==> src/rtl/cpu_dump_pkg.sv <==
// Shared definitions for the halt-triggered data-memory dump engine.
package cpu_dump_pkg;

  localparam int unsigned DUMP_DEPTH     = 1024;
  localparam int unsigned DUMP_ADDR_W    = 10;
  localparam logic [31:0] DUMP_HALT_WORD = 32'hFFFF_FFFF;

  typedef enum logic [2:0] {
    IDLE = 3'd0,
    REQ  = 3'd1,
    WAIT = 3'd2,
    SEND = 3'd3,
    DONE = 3'd4
  } state_t;

endpackage

==> src/rtl/mem_dump_engine.sv <==
// On a halt instruction, stalls the CPU and streams every data-memory word
// out over a valid/ready interface, then parks in DONE until reset.
module mem_dump_engine
  import cpu_dump_pkg::*;
#(
  parameter int unsigned DEPTH     = DUMP_DEPTH,
  parameter int unsigned ADDR_W    = DUMP_ADDR_W,
  parameter logic [31:0] HALT_WORD = DUMP_HALT_WORD
) (
  input  logic              clk,
  input  logic              rst,
  input  logic [31:0]       instruction,
  output logic              cpu_stall,
  output logic              mem_rd_en,
  output logic [ADDR_W-1:0] mem_rd_addr,
  input  logic [31:0]       mem_rd_data,
  output logic              dump_valid,
  input  logic              dump_ready,
  output logic [31:0]       dump_data,
  output logic [ADDR_W-1:0] dump_addr,
  output logic              dump_last,
  output logic              dump_done
);

  localparam logic [ADDR_W-1:0] LAST_IDX = ADDR_W'(DEPTH - 1);

  state_t            state;
  state_t            state_next;
  logic [ADDR_W-1:0] index;
  logic [ADDR_W-1:0] index_next;
  logic              halt_q;

  // Next-state and word-index update
  always_comb begin
    state_next = state;
    index_next = index;
    unique case (state)
      IDLE: begin
        index_next = '0;
        if (halt_q) state_next = REQ;
      end
      REQ:  state_next = WAIT;
      WAIT: state_next = SEND;
      SEND: begin
        if (dump_ready) begin
          if (index == LAST_IDX) begin
            state_next = DONE;
          end else begin
            index_next = index + ADDR_W'(1);
            state_next = REQ;
          end
        end
      end
      DONE:    state_next = DONE;
      default: state_next = IDLE;
    endcase
  end

  // State, index and registered outputs; outputs follow the next state so
  // they line up with the state they belong to.
  always_ff @(posedge clk) begin
    if (!rst) begin
      state       <= IDLE;
      index       <= '0;
      halt_q      <= 1'b0;
      cpu_stall   <= 1'b0;
      mem_rd_en   <= 1'b0;
      mem_rd_addr <= '0;
      dump_valid  <= 1'b0;
      dump_data   <= '0;
      dump_addr   <= '0;
      dump_last   <= 1'b0;
      dump_done   <= 1'b0;
    end else begin
      state      <= state_next;
      index      <= index_next;
      halt_q     <= (state == IDLE) && (instruction == HALT_WORD);
      cpu_stall  <= (state_next != IDLE);
      mem_rd_en  <= (state_next == REQ);
      dump_valid <= (state_next == SEND);
      dump_last  <= (state_next == SEND) && (index_next == LAST_IDX);
      dump_done  <= (state_next == DONE);
      if (state_next == REQ) mem_rd_addr <= index_next;
      // Only a read issued in this dump is ever captured
      if (state == WAIT) begin
        dump_data <= mem_rd_data;
        dump_addr <= index;
      end
    end
  end

endmodule
==> config.mk <==
export PLATFORM = sky130hd
export DESIGN_NAME = mem_dump_engine
export DESIGN_NICKNAME = d
export VERILOG_FILES = /design/src/rtl/cpu_dump_pkg.sv /design/src/rtl/mem_dump_engine.sv
export SDC_FILE = /design/constraint.sdc
export NUM_CORES = 1
export LEC_CHECK = 0
export CAP_MARGIN = 25
export CORE_MARGIN = 4
export CORE_UTILIZATION = 38
export DETAILED_ROUTE_END_ITERATION = 8
export GPL_ROUTABILITY_DRIVEN = 0
export PLACE_DENSITY = 0.72
export SYNTH_ARGS = -nofsm -noshare
export SYNTH_HDL_FRONTEND = slang
export SYNTH_SLANG_ARGS = --single-unit
==> constraint.sdc <==
create_clock -name clk -period 1.9 [get_ports clk]
set_clock_uncertainty 0.1 [all_clocks]
set_input_delay 0.19 -clock clk [delete_from_list [all_inputs] [get_ports clk]]
set_output_delay 0.19 -clock clk [all_outputs]
set_load 0.01 [all_outputs]
==> impl_metrics.env <==
export IMPL_grt_pass1_vias=2834
export IMPL_fin_crit_sh=0.973
export IMPL_tightest_slew_ps=399
export IMPL_yosys_register_bits=71
export IMPL_p_int_mw=2.43
export IMPL_rsz0062_at_grt="true"
export IMPL_path_cells="ha_4, and4_4, and3_4, nor3_4, mux2i_2, nor2_1, o21a_1"
export IMPL_pin_count=124
export IMPL_layout_drive_gt1_share=0.140
export IMPL_postRouteAntennaNets=0
export IMPL_final_common_cell="clkdlybuf4s50_1"
export IMPL_ir_drop_mv=0.467
export IMPL_maxCapViolations=0
export IMPL_synth_flop_cell="dfxtp_1"
export IMPL_p_leak_nw=1.69
export IMPL_status="completed"
export IMPL_worstSetupEndpointType="flip-flop"
export IMPL_die_area_mm2=0.00923
export IMPL_core_area_mm2=0.00741
export IMPL_yosys_area_top_type="dfxtp_1"
export IMPL_slowest_delay_ps=340
export IMPL_p_sw_mw=0.613
export IMPL_grt_start_max_net_pins=45
export IMPL_vias=3020
export IMPL_port_buffer_count=123
export IMPL_grt_util_all_layers=0.184
export IMPL_die_h_um=96.1
export IMPL_setup_tns_ps=0
export IMPL_clockBufferDepth=2
export IMPL_yosys_area_top_type_share=0.482
export IMPL_htree_levels=3
export IMPL_routedWlPerCell_um=14.3
export IMPL_p_sw_frac=0.201
export IMPL_slew_headroom=0.733
export IMPL_critical_path_required_ps=2040
export IMPL_p_total_mw=3.05
export IMPL_nets=569
export IMPL_drcViolationCount=0
export IMPL_clkLatencyLatePin_ps=340
export IMPL_drt_total_wl_mm=8.64
export IMPL_place_hpwl_mm=6.30
export IMPL_post_place_cells=588
export IMPL_layout_common_cells="clkdlybuf4s50_1 (123), nand2_1 (102), dfxtp_1 (67), a21oi_1 (47), buf_4 (28)"
export IMPL_finalHoldViolCount=0
export IMPL_die_w_um=96.1
export IMPL_drt_pass1_iterations=4
export IMPL_comb_power_share=0.061
export IMPL_synth_area_top_cells="dfxtp_1 (48%), nand2_1 (13%), a21oi_1 (8.0%), nor2_1 (2.5%), nand4_1 (1.9%)"
export IMPL_core_rowCount=31
export IMPL_whs_ps=282
export IMPL_start_util=0.398
export IMPL_syn_nets=426
export IMPL_vias_per_cell=4.99
export IMPL_criticalPathCategory="flip-flop to flip-flop"
export IMPL_yosysWarningCount=0
export IMPL_cts_tree="yes"
export IMPL_period_needed_ps=1850
export IMPL_synth_distinct_cells=50
export IMPL_worstSetupStartpointType="flip-flop"
export IMPL_path_clk_slew_ps=70
export IMPL_crit_fanout=4
export IMPL_stdcell_area_mm2=0.00473
export IMPL_synth_avg_cell_area_um2=8.24
export IMPL_seqPwrFrac=0.488
export IMPL_postPlaceCellArea_mm2=0.00445
export IMPL_setup_viol=0
export IMPL_async_flop_share=0
export IMPL_fmaxAchievable_ghz=0.541
export IMPL_stdcell_count=605
export IMPL_antenna_found_initial=0
export IMPL_slowest_stage="dfxtp_2"
export IMPL_cts_made_buffers=9
export IMPL_synth_cells=358
export IMPL_slew_viol_final=0
export IMPL_num_antenna_cells=0
export IMPL_yosysSeqAreaShare=0.482
export IMPL_clock_sinks=71
export IMPL_cts_root_buf="clkbuf_8"
export IMPL_synth_edf_count=0
export IMPL_synth_area_mm2=0.00295
export IMPL_rrSetupSlack_ps=50
export IMPL_grt_pass1_wl_mm=13.3
export IMPL_hold_path_class="input pin to flip-flop"
export IMPL_power_density_mw_per_mm2=643
export IMPL_area_growth_pct=60.5
export IMPL_pwr_share_clk=0.451
export IMPL_drt_iter0_markers=177
export IMPL_worstPathArrival_ps=1990
export IMPL_grt_ovfl_total=0
synth_stat cells, types with 2 or more instances:
cell      instances
nand2_1         103
dfxtp_1          71
a21oi_1          47
nor2_1           20
clkbuf_1         14
nand4_1           9
o21ai_0           9
nand3_1           7
and2_1            6
nor3_1            6
mux2i_1           5
a31oi_1           4
inv_1             4
a22oi_1           3
buf_2             3
buf_6             3
nor3_2            3
xnor2_1           3
and3_1            2
clkbuf_8          2
nand4b_1          2
nor2b_1           2
nor4_1            2
o21a_1            2
power by group through the flow:
stage / Combinational [mW] / Clock, mW / Sequential, mW
global route: 0.197 / 1.47 / 1.49
finish: 0.187 / 1.37 / 1.49
floorplan: 0.0333 / 0 / 1.52
detailed placement: 0.183 / 0 / 1.52
CTS: 0.184 / 1.40 / 1.49
global placement: 0.182 / 0 / 1.52
registers in the layout, indices dropped and copies added, names as in the netlist:
register / flops
dump_data: 32
dump_addr: 10
index: 10
mem_rd_addr: 10
state: 3
cpu_stall: 1
dump_done: 1
dump_last: 1
dump_valid: 1
halt_q: 1
mem_rd_en: 1
through the flow:
stage / setup WS, ps / utilization
2_1_floorplan: 25.2 / -
3_3_place_gp: -87.7 / 0.600
3_5_place_dp: -107 / 0.600
4_1_cts: 12.5 / 0.632
5_1_grt: -38.0 / 0.639
6_report: 50.6 / 0.639
layer usage:
layer / global-route usage / routed length, µm / up-vias
met5: 0 / 0 / -
met4: 0.0723 / 169 / 0
met3: 0.0360 / 584 / 16
met2: 0.308 / 4260 / 100
met1: 0.231 / 3620 / 1399
li1: - / - / 1505
kinds of logic after synthesis:
kind of cell | count (synthesis) | share of synthesized area
simple gates | 178 | 0.292
compound gates | 72 | 0.138
flops | 71 | 0.482
buf+inv | 26 | 0.0488
mux | 6 | 0.0208
xor+xnor | 4 | 0.0144
fa+ha+maj | 1 | 0.00424
worst paths after layout:
kind	from	to	cells after the start
min reg2reg	dump_data[29]	dump_data[29]	2
max	index[0]	mem_rd_addr[1]	7
max reg2reg	index[0]	mem_rd_addr[1]	7
min	instruction[14]	halt_q	3
critical path: cells and delay by family (launching register included):
kind                       cells  cell delay [ps]
DFF                            1              340
muxes                          1              280
adders and majority gates      1              160
AOI/OAI and AO/OA              1              160
and+or+nand+nor                4              700
layout make-up:
class | count | area [µm²]
clock inverters | 5 | 78.8
repair buffers | 154 | 1500
inverters | 4 | 15.0
fillers | 662 | 2670
clock buffers | 11 | 151
well taps | 99 | 124
flip-flops and latches | 71 | 1430
multi-input cells | 261 | 1440
repair_timing:
action / 4_1_cts / 5_1_grt
hold buffers: 0 / 0
endpoints found under the setup margin: 9 / 10
setup buffers: 0 / 1
pin swaps: 2 / 7
gates resized for setup: 3 / 11
Note: power is estimated with default switching activity, not from simulation.
